===== src/rtl/uart_tx_feeder.sv =====
// CPU-side FIFO feeding a UART transmitter: pops one word, pulses tx_start, holds datain_tx for FRAME_CLKS.
// Optional sticky overflow flag port `ovf` is built when macro UTXF_OVF_FLAG_EN is defined.
module uart_tx_feeder #(
  parameter int unsigned DEPTH      = 8,
  parameter int unsigned FRAME_CLKS = 5760
) (
  input  logic                     clk,
  input  logic                     rst_n,
  input  logic                     wr_en,
  input  logic [6:0]               wr_data,
  output logic                     full,
  output logic                     empty,
  output logic [$clog2(DEPTH):0]   level,
  output logic                     tx_start,
  output logic [6:0]               datain_tx,
`ifdef UTXF_OVF_FLAG_EN
  output logic                     busy,
  output logic                     ovf
`else
  output logic                     busy
`endif
);

  localparam int unsigned AW = $clog2(DEPTH);
  localparam int unsigned LW = AW + 1;
  localparam int unsigned CW = 13;

  typedef enum logic [1:0] {IDLE, LAUNCH, HOLD} state_t;

  state_t          state;
  logic [6:0]      mem [DEPTH];
  logic [AW-1:0]   wr_ptr;
  logic [AW-1:0]   rd_ptr;
  logic [CW-1:0]   hold_cnt;
  logic [LW-1:0]   level_nxt_c;
  logic            push_c;
  logic            pop_c;

  // A write while full is dropped even when a pop happens in the same cycle.
  assign push_c = wr_en & ~full;
  assign pop_c  = (state == IDLE) & ~empty;

  always_comb begin
    level_nxt_c = level;
    if (push_c && !pop_c) begin
      level_nxt_c = level + LW'(1);
    end else if (!push_c && pop_c) begin
      level_nxt_c = level - LW'(1);
    end
  end

  // Storage carries no reset; the reset pointers make old contents unreachable.
  always_ff @(posedge clk) begin
    if (rst_n && push_c) begin
      mem[wr_ptr] <= wr_data;
    end
  end

  always_ff @(posedge clk) begin
    if (!rst_n) begin
      wr_ptr <= '0;
      rd_ptr <= '0;
      level  <= '0;
      empty  <= 1'b1;
      full   <= 1'b0;
    end else begin
      if (push_c) begin
        wr_ptr <= wr_ptr + AW'(1);
      end
      if (pop_c) begin
        rd_ptr <= rd_ptr + AW'(1);
      end
      level <= level_nxt_c;
      empty <= (level_nxt_c == LW'(0));
      full  <= (level_nxt_c == LW'(DEPTH));
    end
  end

  // Launch sequencer: IDLE pops, LAUNCH pulses tx_start, HOLD keeps the word stable for the frame.
  always_ff @(posedge clk) begin
    if (!rst_n) begin
      state     <= IDLE;
      tx_start  <= 1'b0;
      datain_tx <= '0;
      busy      <= 1'b0;
      hold_cnt  <= '0;
    end else begin
      tx_start <= 1'b0;
      case (state)
        IDLE: begin
          if (pop_c) begin
            datain_tx <= mem[rd_ptr];
            tx_start  <= 1'b1;
            busy      <= 1'b1;
            state     <= LAUNCH;
          end
        end
        LAUNCH: begin
          hold_cnt <= CW'(FRAME_CLKS - 1);
          state    <= HOLD;
        end
        HOLD: begin
          if (hold_cnt == '0) begin
            busy  <= 1'b0;
            state <= IDLE;
          end else begin
            hold_cnt <= hold_cnt - CW'(1);
          end
        end
        default: begin
          busy  <= 1'b0;
          state <= IDLE;
        end
      endcase
    end
  end

`ifdef UTXF_OVF_FLAG_EN
  always_ff @(posedge clk) begin
    if (!rst_n) begin
      ovf <= 1'b0;
    end else if (wr_en && full) begin
      ovf <= 1'b1;
    end
  end
`endif

endmodule

===== config.mk =====
export PLATFORM = sky130hd
export DESIGN_NAME = uart_tx_feeder
export DESIGN_NICKNAME = d
export VERILOG_FILES = /design/src/rtl/uart_tx_feeder.sv
export SDC_FILE = /design/constraint.sdc
export NUM_CORES = 1
export LEC_CHECK = 0
export CAP_MARGIN = 20
export CORE_MARGIN = 10
export CORE_UTILIZATION = 60
export DETAILED_ROUTE_END_ITERATION = 8
export PLACE_DENSITY = 0.88
export SLEW_MARGIN = 10
export SYNTH_ARGS = -nofsm -noshare
export SYNTH_HDL_FRONTEND = slang
export SYNTH_SLANG_ARGS = --single-unit

===== constraint.sdc =====
create_clock -name clk -period 4 [get_ports clk]
set_clock_uncertainty 0.1 [all_clocks]
set_input_delay 0.6 -clock clk [delete_from_list [all_inputs] [get_ports clk]]
set_output_delay 0.6 -clock clk [all_outputs]
set_load 0.05 [all_outputs]

# --- Word-level counts from Yosys, hierarchy flattened ---
# Memory sizes are Yosys's and may differ from the RTL's. A register that Yosys moved wholly into a read port is not among the register bits.
# Index checks and enable logic that the tools add are counted.
# W data, S select, Z words.
word_totals:
  ram_bits: 56
  ff_bits: 29
  memories: 1
  word_cells: 54
  output_inout_bits: 15
classes:
  n_reduce_logical: 15
  addsub: 5
  muxes: 13
  n_eq_ne: 6
  bitwise: 5
mem_list:
  columns: ["memory", "depth", "width", "read_ports", "rd_ports_with_merged_regs", "write_ports", "line_no", "source"]
  rows:
  - ["mem", 8, 7, 1, 1, 1, "31", "logic [6:0] mem [DEPTH];"]
ops:
  columns: ["operator", "n"]
  rows:
  - ["$pmux W13 S2", 1]
  - ["$logic_not A13 Y1", 1]
  - ["$mux W13", 1]
  - ["$sub A13 B1 Y13 const B", 1]
  - ["$mux W4", 2]
  - ["$reduce_and A2 Y1", 4]
  - ["$add A3 B1 Y3 const B", 2]
  - ["$ne A2 B2 Y1 const B", 3]
  - ["$pmux W2 S3", 1]
  - ["$mux W1", 5]
  - ["$add A4 B1 Y4 const B", 1]
  - ["$eq A4 B4 Y1 const B", 1]
  - ["$logic_not A4 Y1", 1]
  - ["$mux W2", 2]
  - ["$sub A4 B1 Y4 const B", 1]
  - ["$logic_and A1 B1 Y1", 3]
  - ["$logic_not A1 Y1", 3]
  - ["$not A1 Y1", 3]
  - ["$pmux W1 S3", 1]
  - ["$reduce_and A3 Y1", 1]
  - ["$and A1 B1 Y1", 2]
  - ["$eq A2 B1 Y1 const B", 1]
  - ["$eq A2 B2 Y1 const B", 1]
  - ["$logic_not A2 Y1", 1]
  - ["$reduce_bool A2 Y1", 1]

# --- Longest topological paths before layout ---
# Gate-level depths: netlist of the first run.
depth:
  depth_word: 7
  mapped_depth: 8
  depth_no_buf: 7

# --- Least setup slack after synthesis of the first run ---
# No wires, ideal clock.
synth_path:
  path_kind: "in2reg"
  from: "in rst_n"
  to: "mem mem[1][0] (enable)"
  arrival_ns: 1.658
  setup_slack_ns: 1.852
  path_buffers: 1
  path_stages: 3
  setup_time_ns: 0.390
  cell_sequence: "clkbuf_1 > nand2_1 > nor4_1"
synth_via:
  elab_chain_cells: 3
synth_lines:
  columns: ["element", "line_no", "source"]
  rows:
  - ["start, declared", "8", "input logic rst_n,"]
  - ["$logic_and A1 B1 Y1", "54", "if (rst_n && push_c) begin"]
  - ["$mux W1", "54", null]
  - ["$mux W1 (implied by the code)", "55", "mem[wr_ptr] <= wr_data;"]
  - ["end, declared", "31", null]
# Every way passes these cells.

# --- Final worst setup path of the first run ---
layout_path:
  from: "in rst_n"
  to: "mem mem[4][6] (enable)"
# Same word-level chain as after synthesis.

==> impl_metrics.xml, run 1 <==
<?xml version="1.0" encoding="UTF-8"?>
<metrics>
  <group name="clock_tree">
    <metric name="clock_sinks" unit="">92</metric>
    <metric name="cts-resized-gates" unit="">0</metric>
    <metric name="hold_buffers" unit="">0</metric>
    <metric name="htree_levels" unit="">3</metric>
    <metric name="post_cts_buffers" unit="">0</metric>
    <metric name="clkLatencyLatePin" unit="ps">370</metric>
    <metric name="clockBufferDepth" unit="">2</metric>
    <metric name="clock_transition_at_the_registers_of_the_reported_paths" unit="ps">100</metric>
    <metric name="clockRootBuffer" unit="">sky130_fd_sc_hd__clkbuf_8</metric>
    <metric name="tritoncts" unit="">yes</metric>
    <metric name="tritoncts.num_buffers" unit="">9</metric>
  </group>
  <group name="cells_and_area">
    <metric name="final_cells" unit="">389</metric>
    <metric name="layout.cells.most_common" unit="">sky130_fd_sc_hd__edfxtp_1</metric>
    <metric name="finalNetCount" unit="">325</metric>
    <metric name="synthToLayoutAreaGrowth" unit="%">14.6</metric>
    <metric name="drive_gt1_frac" unit="">0.140</metric>
    <metric name="layout.filler_cells" unit="">382</metric>
    <metric name="diodes" unit="">0</metric>
    <metric name="layout_common_cells" unit="">sky130_fd_sc_hd__edfxtp_1 (56), sky130_fd_sc_hd__dfxtp_1 (36), sky130_fd_sc_hd__clkdlybuf4s50_1 (24)</metric>
  </group>
  <group name="grt">
    <metric name="globalRouteOverflowTotal" unit="">0</metric>
    <metric name="grt_use_total" unit="">0.145</metric>
    <metric name="grt_antenna_before_repair" unit="">0</metric>
    <metric name="wire_length_of_the_first_global_routing_pass" unit="um">11600</metric>
    <metric name="first_global_vias" unit="">2317</metric>
    <metric name="grt_max_degree" unit="">21</metric>
  </group>
  <group name="placement">
    <metric name="port_bufs" unit="">24</metric>
    <metric name="place.gp.congestion" unit="">0.767</metric>
    <metric name="dp_cells" unit="">372</metric>
    <metric name="post-place-ws" unit="ps">988</metric>
    <metric name="place.detailed.hpwl" unit="um">4760</metric>
  </group>
  <group name="critical_path">
    <metric name="cp_num_buf_inv" unit="">2</metric>
    <metric name="path_delay_family" unit="">buffers and inverters</metric>
    <metric name="timing.critical_path.arrival" unit="ps">2570</metric>
    <metric name="path_cells" unit="">clkdlybuf4s50_1 &gt; inv_1 &gt; or3_1 &gt; nor2_1</metric>
    <metric name="worstSetupPathType" unit="">input port to flip-flop</metric>
    <metric name="worstPathMaxFanout" unit="">17</metric>
    <metric name="worst-endpoint-required" unit="ps">3900</metric>
    <metric name="critical_path_startpoint_category" unit="">input port</metric>
    <metric name="cp_slowest_stage_delay" unit="ps">820</metric>
    <metric name="crit_path_end_kind" unit="">flip-flop</metric>
    <metric name="cp_slowest_cell" unit="">sky130_fd_sc_hd__clkdlybuf4s50_1</metric>
    <metric name="r2r_setup_slack" unit="ps">1790</metric>
  </group>
  <group name="sta">
    <metric name="achievable-frequency" unit="GHz">0.375</metric>
    <metric name="fin_worst_hold_slack" unit="ps">409</metric>
    <metric name="timing_worst_slew_pin_value" unit="ps">1040</metric>
    <metric name="final_critical_path_setup_slack" unit="ps">1330</metric>
    <metric name="final-hold-violation-count" unit="">0</metric>
    <metric name="final_critical_period" unit="ps">2670</metric>
    <metric name="remaining_max_slew_budget_at_the_tightest_pin" unit="">0.303</metric>
    <metric name="drv_slew" unit="">0</metric>
    <metric name="grt_setup_unrepaired" unit="">false</metric>
    <metric name="post-route-period-util" unit="">0.667</metric>
    <metric name="finalSetupViolations" unit="">0</metric>
    <metric name="fin_tns_setup" unit="ps">0</metric>
  </group>
  <group name="routing">
    <metric name="met3_wirelength" unit="um">348</metric>
    <metric name="top_signal_layer_used" unit="">met4</metric>
    <metric name="wl_per_cell" unit="um">18.1</metric>
    <metric name="wirelength" unit="um">7040</metric>
    <metric name="wirelength_met1" unit="um">3130</metric>
    <metric name="pre_repair_dr_iteration_count" unit="">4</metric>
    <metric name="final_antenna_net_count" unit="">0</metric>
    <metric name="wl_met2" unit="um">3500</metric>
    <metric name="post-route-drc-count" unit="">0</metric>
    <metric name="first_iter_violations" unit="">128</metric>
    <metric name="detail_route.vias_per_cell" unit="">5.96</metric>
    <metric name="num_vias" unit="">2320</metric>
  </group>
  <group name="yosys">
    <metric name="synth_nets" unit="">297</metric>
    <metric name="synth_cells" unit="">281</metric>
    <metric name="ys.flop_type" unit="">sky130_fd_sc_hd__edfxtp_1</metric>
    <metric name="ys_seq_area_frac" unit="">0.634</metric>
    <metric name="yosysUniqueCellTypes" unit="">43</metric>
    <metric name="synth_edf_count" unit="">56</metric>
    <metric name="yosys_warnings" unit="">0</metric>
    <metric name="synth_seq_cells" unit="">92</metric>
    <metric name="postSynthAreaPerCell" unit="sq um">13.5</metric>
    <metric name="async_flop_share" unit="">0</metric>
    <metric name="synthesis.area" unit="sq um">3790</metric>
  </group>
  <group name="floorplan">
    <metric name="initial_utilization" unit="">0.629</metric>
    <metric name="floorplan.die_area" unit="sq um">9900</metric>
    <metric name="row_count" unit="">28</metric>
    <metric name="coreArea" unit="sq um">6030</metric>
    <metric name="die_height" unit="um">99.5</metric>
    <metric name="pin_count" unit="">25</metric>
    <metric name="die_w" unit="um">99.5</metric>
  </group>
  <group name="power">
    <metric name="cellLeakagePower" unit="uW">0.00144</metric>
    <metric name="pnr_total_power" unit="uW">3040</metric>
    <metric name="power-per-cell-area" unit="nW/um^2">701</metric>
    <metric name="ir_drop" unit="mV">0.405</metric>
  </group>
  <group name="outcome">
    <metric name="status" unit="">finished clean</metric>
  </group>
  <group name="worst_hold_path">
    <metric name="min-delay-path-class" unit="">flip-flop to flip-flop</metric>
  </group>
  <group name="flow_run">
    <metric name="max_cap_viol_count" unit="">0</metric>
  </group>
</metrics>
## Yosys cell counts (2+ instances only)
library cell | count | area share
sky130_fd_sc_hd__nand2_1 | 16 | 0.016
sky130_fd_sc_hd__inv_1 | 6 | 0.0059
sky130_fd_sc_hd__nand3_1 | 5 | 0.0066
sky130_fd_sc_hd__xnor2_1 | 11 | 0.025
sky130_fd_sc_hd__edfxtp_1 | 56 | 0.44
sky130_fd_sc_hd__buf_2 | 2 | 0.0026
sky130_fd_sc_hd__or4_1 | 2 | 0.0040
sky130_fd_sc_hd__nor4_1 | 9 | 0.015
sky130_fd_sc_hd__or3_1 | 4 | 0.0066
sky130_fd_sc_hd__nor2b_1 | 2 | 0.0033
sky130_fd_sc_hd__nor3_1 | 9 | 0.012
sky130_fd_sc_hd__a31oi_1 | 2 | 0.0033
sky130_fd_sc_hd__clkbuf_1 | 11 | 0.011
sky130_fd_sc_hd__dfxtp_1 | 36 | 0.19
sky130_fd_sc_hd__nor3b_1 | 2 | 0.0040
sky130_fd_sc_hd__a21boi_0 | 7 | 0.014
sky130_fd_sc_hd__mux4_2 | 14 | 0.083
sky130_fd_sc_hd__nor2_1 | 16 | 0.016
sky130_fd_sc_hd__and2_1 | 3 | 0.0050
sky130_fd_sc_hd__ha_1 | 6 | 0.020
sky130_fd_sc_hd__o21ai_0 | 12 | 0.016
sky130_fd_sc_hd__or2_2 | 2 | 0.0033
sky130_fd_sc_hd__nand2b_1 | 5 | 0.0083
sky130_fd_sc_hd__a21oi_1 | 15 | 0.020
sky130_fd_sc_hd__mux2i_1 | 10 | 0.026
## cell families (layout without fill, tap and decap cells)
logic type                 Yosys count  after routing  synth area share
DFF                                 92             92             0.634
muxes                               25             25             0.113
and+or+nand+nor                     84             84             0.119
buffers and inverters               20             53            0.0205
adders and majority gates            6              6            0.0198
xor gates and xnor gates            12             12            0.0277
AOI/OAI and AO/OA                   42             42            0.0667
## worst min-delay path: stages, from the launching register on
cell	delay [ps]
sky130_fd_sc_hd__dfxtp_1	340
sky130_fd_sc_hd__o21ai_0	70
sky130_fd_sc_hd__a21oi_1	60
## path summary, 6_finish.rpt
| kind | from | end | depth (start not counted) |
|---|---|---|---|
| setup / recovery | rst_n | mem[4][6] | 4 |
| hold / removal | hold_cnt[8] | hold_cnt[8] | 2 |
| setup reg to reg | full | mem[5][1] | 3 |
| hold reg to reg | hold_cnt[8] | hold_cnt[8] | 2 |
## power breakdown
| part | switching (uW) | leakage, uW | internal (uW) |
|---|---|---|---|
| registers | 158 | 0.000802 | 1140 |
| clock network | 375 | 0.000106 | 253 |
| logic | 643 | 0.000536 | 469 |
| total | 1180 | 0.00144 | 1870 |
## area by class of cell
type                       count  area, sq um  share of cell area
clock inverter                 7         88.8              0.0205
tap                           75         93.8              0.0216
sequential                    92         2400               0.553
timing repair buffer          31          300              0.0691
clock buffer                   9          124              0.0285
multi-input combinational    169         1310               0.302
inverter                       6         22.5             0.00519
## metrics by stage
stage | instance area (sq um) | utilization
after floorplan | 3790 | -
after global placement | 4120 | 0.683
after detailed placement | 4120 | 0.683
after CTS | 4330 | 0.718
after global routing | 4340 | 0.721
final | 4340 | 0.721
## flip-flops by register name, indices dropped and copies added (netlist names)
signal,cells
full,1
rd_ptr,3
empty,1
datain_tx,7
tx_start,1
busy,1
state,2
level,4
hold_cnt,13
wr_ptr,3
mem,56
## routing by layer
layer / vias up / GRT usage
met5: - / 0
li1: 1120 / -
met3: 6 / 0.0415
met2: 56 / 0.226
met4: 0 / 0.0662
met1: 1138 / 0.181
(Power assumes the default switching activity.)
==> inputs of run 2 (changes only) <==
--- a/config.mk
+++ b/config.mk
@@ -7,9 +7,9 @@
 export LEC_CHECK = 0
 export CAP_MARGIN = 20
 export CORE_MARGIN = 10
-export CORE_UTILIZATION = 60
+export CORE_UTILIZATION = 58
 export DETAILED_ROUTE_END_ITERATION = 8
-export PLACE_DENSITY = 0.88
+export PLACE_DENSITY = 0.85
 export SLEW_MARGIN = 10
 export SYNTH_ARGS = -nofsm -noshare
 export SYNTH_HDL_FRONTEND = slang
==> constraint.sdc (replaced) <==
create_clock -name clk -period 2.76 [get_ports clk]
set_clock_uncertainty 0.1 [all_clocks]
set_input_delay 0.414 -clock clk [delete_from_list [all_inputs] [get_ports clk]]
set_output_delay 0.414 -clock clk [all_outputs]
set_load 0.05 [all_outputs]
==> impl_metrics.xml, run 2 (synthesized netlist as in run 1, its figures left out) <==
<?xml version="1.0" encoding="UTF-8"?>
<metrics>
  <group name="outcome">
    <metric name="status" unit="">finished clean</metric>
  </group>
  <group name="critical_path">
    <metric name="critical_path_startpoint_category" unit="">flip-flop</metric>
    <metric name="rr_endpoint" unit="">hold_cnt[1]</metric>
    <metric name="number_of_logic_stages_on_the_critical_path_including_buffering" unit="">1</metric>
    <metric name="worstSetupPathType" unit="">flip-flop to primary output</metric>
    <metric name="r2r_setup_slack" unit="ps">640</metric>
    <metric name="path_delay_family" unit="">buffers and inverters</metric>
    <metric name="crit_path_end_kind" unit="">primary output</metric>
    <metric name="cp_slowest_cell" unit="">sky130_fd_sc_hd__clkdlybuf4s50_1</metric>
    <metric name="setup.worst_path.start" unit="">level[0]</metric>
    <metric name="ff2ff_path_depth" unit="">4</metric>
    <metric name="timing.critical_path.arrival" unit="ps">1720</metric>
    <metric name="worstPathMaxFanout" unit="">9</metric>
    <metric name="worst-endpoint-required" unit="ps">2250</metric>
    <metric name="crit_path_end" unit="">level[0]</metric>
    <metric name="path_cells" unit="">clkdlybuf4s50_1</metric>
    <metric name="worst_r2r_startpoint" unit="">hold_cnt[2]</metric>
    <metric name="cp_num_buf_inv" unit="">1</metric>
    <metric name="cp_slowest_stage_delay" unit="ps">870</metric>
  </group>
  <group name="placement">
    <metric name="place.gp.congestion" unit="">0.818</metric>
    <metric name="post-place-ws" unit="ps">462</metric>
    <metric name="place.detailed.hpwl" unit="um">5070</metric>
    <metric name="port_bufs" unit="">24</metric>
    <metric name="placement.cell_area" unit="sq um">4160</metric>
  </group>
  <group name="clock_tree">
    <metric name="clkLatencyLatePin" unit="ps">360</metric>
    <metric name="clock_sinks" unit="">92</metric>
    <metric name="clock_transition_at_the_registers_of_the_reported_paths" unit="ps">90</metric>
    <metric name="clockRootBuffer" unit="">sky130_fd_sc_hd__clkbuf_8</metric>
    <metric name="post_cts_buffers" unit="">0</metric>
    <metric name="htree_levels" unit="">3</metric>
    <metric name="tritoncts.num_buffers" unit="">9</metric>
    <metric name="hold_buffers" unit="">0</metric>
    <metric name="tritoncts" unit="">yes</metric>
    <metric name="clockBufferDepth" unit="">2</metric>
    <metric name="cts-resized-gates" unit="">0</metric>
  </group>
  <group name="floorplan">
    <metric name="die_w" unit="um">101</metric>
    <metric name="floorplan.die_area" unit="sq um">10200</metric>
    <metric name="pin_count" unit="">25</metric>
    <metric name="initial_utilization" unit="">0.597</metric>
    <metric name="row_count" unit="">29</metric>
    <metric name="die_height" unit="um">101</metric>
    <metric name="coreArea" unit="sq um">6350</metric>
  </group>
  <group name="grt">
    <metric name="grt_max_degree" unit="">33</metric>
    <metric name="first_global_vias" unit="">2369</metric>
    <metric name="grt_use_total" unit="">0.155</metric>
    <metric name="wire_length_of_the_first_global_routing_pass" unit="um">12200</metric>
    <metric name="globalRouteOverflowTotal" unit="">0</metric>
    <metric name="grt_antenna_before_repair" unit="">0</metric>
  </group>
  <group name="cells_and_area">
    <metric name="final_core_utilization" unit="">0.687</metric>
    <metric name="area.sequential" unit="sq um">2400</metric>
    <metric name="multi_input_area" unit="sq um">1310</metric>
    <metric name="finalNetCount" unit="">329</metric>
    <metric name="biggestRegsByFlops" unit="">mem (56), hold_cnt (13), datain_tx (7)</metric>
    <metric name="layout_common_cells" unit="">sky130_fd_sc_hd__edfxtp_1 (56), sky130_fd_sc_hd__dfxtp_1 (36), sky130_fd_sc_hd__clkdlybuf4s50_1 (24)</metric>
    <metric name="area_of_all_placed_cells_without_fillers" unit="sq um">4360</metric>
    <metric name="largest_register" unit="">mem</metric>
    <metric name="synthToLayoutAreaGrowth" unit="%">15.1</metric>
    <metric name="largest_register_ff_count" unit="">56</metric>
    <metric name="layout.filler_cells" unit="">425</metric>
    <metric name="diodes" unit="">0</metric>
    <metric name="layout.cells.most_common" unit="">sky130_fd_sc_hd__edfxtp_1</metric>
    <metric name="drive_gt1_frac" unit="">0.151</metric>
  </group>
  <group name="routing">
    <metric name="final_antenna_net_count" unit="">0</metric>
    <metric name="wirelength" unit="um">7450</metric>
    <metric name="first_iter_violations" unit="">123</metric>
    <metric name="detail_route.vias_per_cell" unit="">5.99</metric>
    <metric name="pre_repair_dr_iteration_count" unit="">4</metric>
    <metric name="wl_per_cell" unit="um">18.8</metric>
    <metric name="post-route-drc-count" unit="">0</metric>
    <metric name="num_vias" unit="">2367</metric>
  </group>
  <group name="sta">
    <metric name="final_critical_path_setup_slack" unit="ps">525</metric>
    <metric name="fin_tns_setup" unit="ps">0</metric>
    <metric name="final_critical_period" unit="ps">2240</metric>
    <metric name="achievable-frequency" unit="GHz">0.447</metric>
    <metric name="finalSetupViolations" unit="">0</metric>
    <metric name="drv_slew" unit="">0</metric>
    <metric name="remaining_max_slew_budget_at_the_tightest_pin" unit="">0.466</metric>
    <metric name="timing_worst_slew_pin_value" unit="ps">800</metric>
    <metric name="post-route-period-util" unit="">0.810</metric>
    <metric name="final-hold-violation-count" unit="">0</metric>
    <metric name="grt_setup_unrepaired" unit="">false</metric>
  </group>
  <group name="worst_hold_path">
    <metric name="worst_hold_path.num_cells" unit="">2</metric>
    <metric name="min-delay-path-class" unit="">flip-flop to flip-flop</metric>
  </group>
  <group name="power">
    <metric name="ir_drop" unit="mV">0.669</metric>
    <metric name="cellLeakagePower" unit="uW">0.00147</metric>
    <metric name="power-per-cell-area" unit="nW/um^2">1020</metric>
  </group>
  <group name="flow_run">
    <metric name="max_cap_viol_count" unit="">0</metric>
  </group>
</metrics>
==> run 2: changes by cell type in the layout (fill, tap and decap cells not counted), sizes merged <==
cell	before	now
buf	7	11
bufinv	0	1
clkinv	4	0
inv	9	12
==> run 2: cell type report <==
type	count	share of cell area
flip-flops and latches	92	0.550
multi-input cells	169	0.300
repair buffers	35	0.0740
clock buffers	9	0.0284
well taps	77	0.0221
clock inverters	7	0.0195
inverters	6	0.00516
==> run 2: how the worst min path moves through the flow <==
stage	start	end	slack, ps
2_1_floorplan	hold_cnt[8]	hold_cnt[8]	360
3_3_place_gp	hold_cnt[8]	hold_cnt[8]	370
3_5_place_dp	hold_cnt[8]	hold_cnt[8]	400
4_1_cts	hold_cnt[8]	hold_cnt[8]	410
5_1_grt	hold_cnt[8]	hold_cnt[8]	450
6_report	hold_cnt[8]	hold_cnt[8]	410
==> run 2: where the power goes <==
part	switching [uW]	total [uW]	leakage (uW)	internal (uW)
Clock	512	954	0.000108	441
Combinational	953	1620	0.000556	671
Sequential	222	1880	0.000802	1660
==> run 2: through the flow <==
| stage | hold WS, ps | std cells | total power [uW] |
|---|---|---|---|
| floorplan | 357 | 281 | 3070 |
| global placement | 371 | 379 | 3450 |
| detailed placement | 396 | 379 | 3530 |
| CTS | 410 | 395 | 4490 |
| global route | 454 | 395 | 4700 |
| finish | 412 | 395 | 4460 |
==> run 2: layer usage <==
layer,track usage,part of all wire
met1,0.188,0.42
met2,0.260,0.52
met3,0.0364,0.046
met4,0.0576,0.015
met5,0,0
==> inputs of run 3 (changes only) <==
--- a/config.mk
+++ b/config.mk
@@ -7,9 +7,9 @@
 export LEC_CHECK = 0
 export CAP_MARGIN = 20
 export CORE_MARGIN = 10
-export CORE_UTILIZATION = 58
+export CORE_UTILIZATION = 52
 export DETAILED_ROUTE_END_ITERATION = 8
-export PLACE_DENSITY = 0.85
+export PLACE_DENSITY = 0.81
 export SLEW_MARGIN = 10
 export SYNTH_ARGS = -nofsm -noshare
 export SYNTH_HDL_FRONTEND = slang
==> constraint.sdc (replaced) <==
create_clock -name clk -period 2 [get_ports clk]
set_clock_uncertainty 0.1 [all_clocks]
set_input_delay 0.3 -clock clk [delete_from_list [all_inputs] [get_ports clk]]
set_output_delay 0.3 -clock clk [all_outputs]
set_load 0.05 [all_outputs]
==> impl_metrics.xml, run 3 (synthesized netlist as in run 1, its figures left out) <==
<?xml version="1.0" encoding="UTF-8"?>
<metrics>
  <group name="outcome">
    <metric name="status" unit="">finished clean</metric>
  </group>
  <group name="routing">
    <metric name="pre_repair_dr_iteration_count" unit="">4</metric>
    <metric name="post-route-drc-count" unit="">0</metric>
    <metric name="first_iter_violations" unit="">124</metric>
    <metric name="wirelength" unit="um">7580</metric>
    <metric name="detail_route.vias_per_cell" unit="">5.58</metric>
    <metric name="num_vias" unit="">2432</metric>
    <metric name="wl_per_cell" unit="um">17.4</metric>
    <metric name="final_antenna_net_count" unit="">0</metric>
  </group>
  <group name="clock_tree">
    <metric name="tritoncts.num_buffers" unit="">9</metric>
    <metric name="hold_buffers" unit="">0</metric>
    <metric name="tritoncts" unit="">yes</metric>
    <metric name="htree_levels" unit="">3</metric>
    <metric name="clockRootBuffer" unit="">sky130_fd_sc_hd__clkbuf_8</metric>
    <metric name="clock_sinks" unit="">92</metric>
    <metric name="clkLatencyLatePin" unit="ps">370</metric>
    <metric name="clockBufferDepth" unit="">2</metric>
    <metric name="clock_transition_at_the_registers_of_the_reported_paths" unit="ps">100</metric>
  </group>
  <group name="placement">
    <metric name="dp_cells" unit="">419</metric>
    <metric name="place.gp.congestion" unit="">0.834</metric>
    <metric name="port_bufs" unit="">24</metric>
    <metric name="place.detailed.hpwl" unit="um">5210</metric>
  </group>
  <group name="grt">
    <metric name="grt_max_degree" unit="">25</metric>
    <metric name="grt_use_total" unit="">0.142</metric>
    <metric name="first_global_vias" unit="">2450</metric>
    <metric name="grt_antenna_before_repair" unit="">0</metric>
    <metric name="wire_length_of_the_first_global_routing_pass" unit="um">12500</metric>
    <metric name="globalRouteOverflowTotal" unit="">0</metric>
  </group>
  <group name="critical_path">
    <metric name="worstSetupPathType" unit="">flip-flop to flip-flop</metric>
    <metric name="worst-endpoint-required" unit="ps">2210</metric>
    <metric name="worstPathMaxFanout" unit="">5</metric>
    <metric name="crit_path_end_kind" unit="">flip-flop</metric>
    <metric name="critical_path_startpoint_category" unit="">flip-flop</metric>
    <metric name="timing.critical_path.arrival" unit="ps">2150</metric>
  </group>
  <group name="floorplan">
    <metric name="initial_utilization" unit="">0.528</metric>
    <metric name="pin_count" unit="">25</metric>
    <metric name="floorplan.die_area" unit="sq um">11100</metric>
    <metric name="die_height" unit="um">105</metric>
    <metric name="coreArea" unit="sq um">7180</metric>
    <metric name="die_w" unit="um">105</metric>
    <metric name="row_count" unit="">31</metric>
  </group>
  <group name="cells_and_area">
    <metric name="biggestRegsByFlops" unit="">mem (56), hold_cnt (13), datain_tx (7)</metric>
    <metric name="final_cells" unit="">436</metric>
    <metric name="largest_register" unit="">mem</metric>
    <metric name="final_core_utilization" unit="">0.639</metric>
    <metric name="synthToLayoutAreaGrowth" unit="%">20.9</metric>
    <metric name="drive_gt1_frac" unit="">0.243</metric>
    <metric name="diodes" unit="">0</metric>
    <metric name="finalNetCount" unit="">348</metric>
    <metric name="layout_common_cells" unit="">sky130_fd_sc_hd__edfxtp_1 (56), sky130_fd_sc_hd__dfxtp_1 (34), sky130_fd_sc_hd__buf_4 (33)</metric>
    <metric name="largest_register_ff_count" unit="">56</metric>
    <metric name="layout.cells.most_common" unit="">sky130_fd_sc_hd__edfxtp_1</metric>
  </group>
  <group name="power">
    <metric name="ir_drop" unit="mV">0.588</metric>
    <metric name="power-per-cell-area" unit="nW/um^2">1400</metric>
    <metric name="pnr_total_power" unit="uW">6420</metric>
    <metric name="cellLeakagePower" unit="uW">0.00160</metric>
  </group>
  <group name="sta">
    <metric name="timing_worst_slew_pin_value" unit="ps">552</metric>
    <metric name="remaining_max_slew_budget_at_the_tightest_pin" unit="">0.631</metric>
    <metric name="drv_slew" unit="">0</metric>
    <metric name="achievable-frequency" unit="GHz">0.514</metric>
    <metric name="post-route-period-util" unit="">0.972</metric>
    <metric name="finalSetupViolations" unit="">0</metric>
    <metric name="grt_setup_unrepaired" unit="">true</metric>
    <metric name="final_critical_period" unit="ps">1940</metric>
    <metric name="fin_worst_hold_slack" unit="ps">421</metric>
    <metric name="final-hold-violation-count" unit="">0</metric>
  </group>
  <group name="worst_hold_path">
    <metric name="min-delay-path-class" unit="">flip-flop to flip-flop</metric>
  </group>
  <group name="flow_run">
    <metric name="max_cap_viol_count" unit="">0</metric>
  </group>
</metrics>
==> run 3: power by group <==
group,internal [uW],switching [uW]
logic,1160,1440
clock network,512,771
registers,2300,240
total,3970,2460
==> run 3: cell type report <==
type	count	area, sq um
Inverter	6	22.5
Fill cell	520	2590
Multi-Input combinational cell	169	1350
Clock buffer	9	124
Tap cell	99	124
Timing Repair Buffer	54	469
Sequential cell	92	2410
Clock inverter	7	83.8
==> run 3: critical path, cell delays in order, from the launching register on <==
cell	delay, ps
sky130_fd_sc_hd__dfxtp_4	380
sky130_fd_sc_hd__or4_4	540
sky130_fd_sc_hd__or4_4	420
sky130_fd_sc_hd__or3_4	340
sky130_fd_sc_hd__a21oi_2	110
==> run 3: what timing repair did <==
action | in CTS | in global routing
hold endpoints to repair | 0 | 0
setup buffers | 0 | 1
pin swaps | 0 | 3
endpoints found under the setup margin | 11 | 7
resized for setup | 5 | 8
==> run 3: final timing paths <==
kind,from,end,slack (ps),cells after the start
worst min-delay path,hold_cnt[9],hold_cnt[9],420,2
worst max-delay path,hold_cnt[3],hold_cnt[8],60,4
worst max register to register,hold_cnt[3],hold_cnt[8],60,4
worst min register to register,hold_cnt[9],hold_cnt[9],420,2
==> run 3: layer usage <==
metal	GRT usage	share of wire	vias to the layer above	routed length, um
met2	0.243	0.52	57	3910
met4	0.0471	0.0067	0	51
met3	0.0378	0.047	5	355
li1	-	-	1171	-
met1	0.169	0.43	1199	3260
met5	0	0	-	0
==> run 3: stage by stage <==
| step | area, sq um | TNS, ps | setup slack, ps |
|---|---|---|---|
| finish | 4580 | 0 | 56.3 |
| global route | 4580 | -15.8 | -8.59 |
| CTS | 4550 | 0 | 12.9 |
| detailed placement | 4330 | -886 | -97.1 |
| global placement | 4330 | -536 | -61.7 |
| floorplan | 3800 | -1960 | -131 |
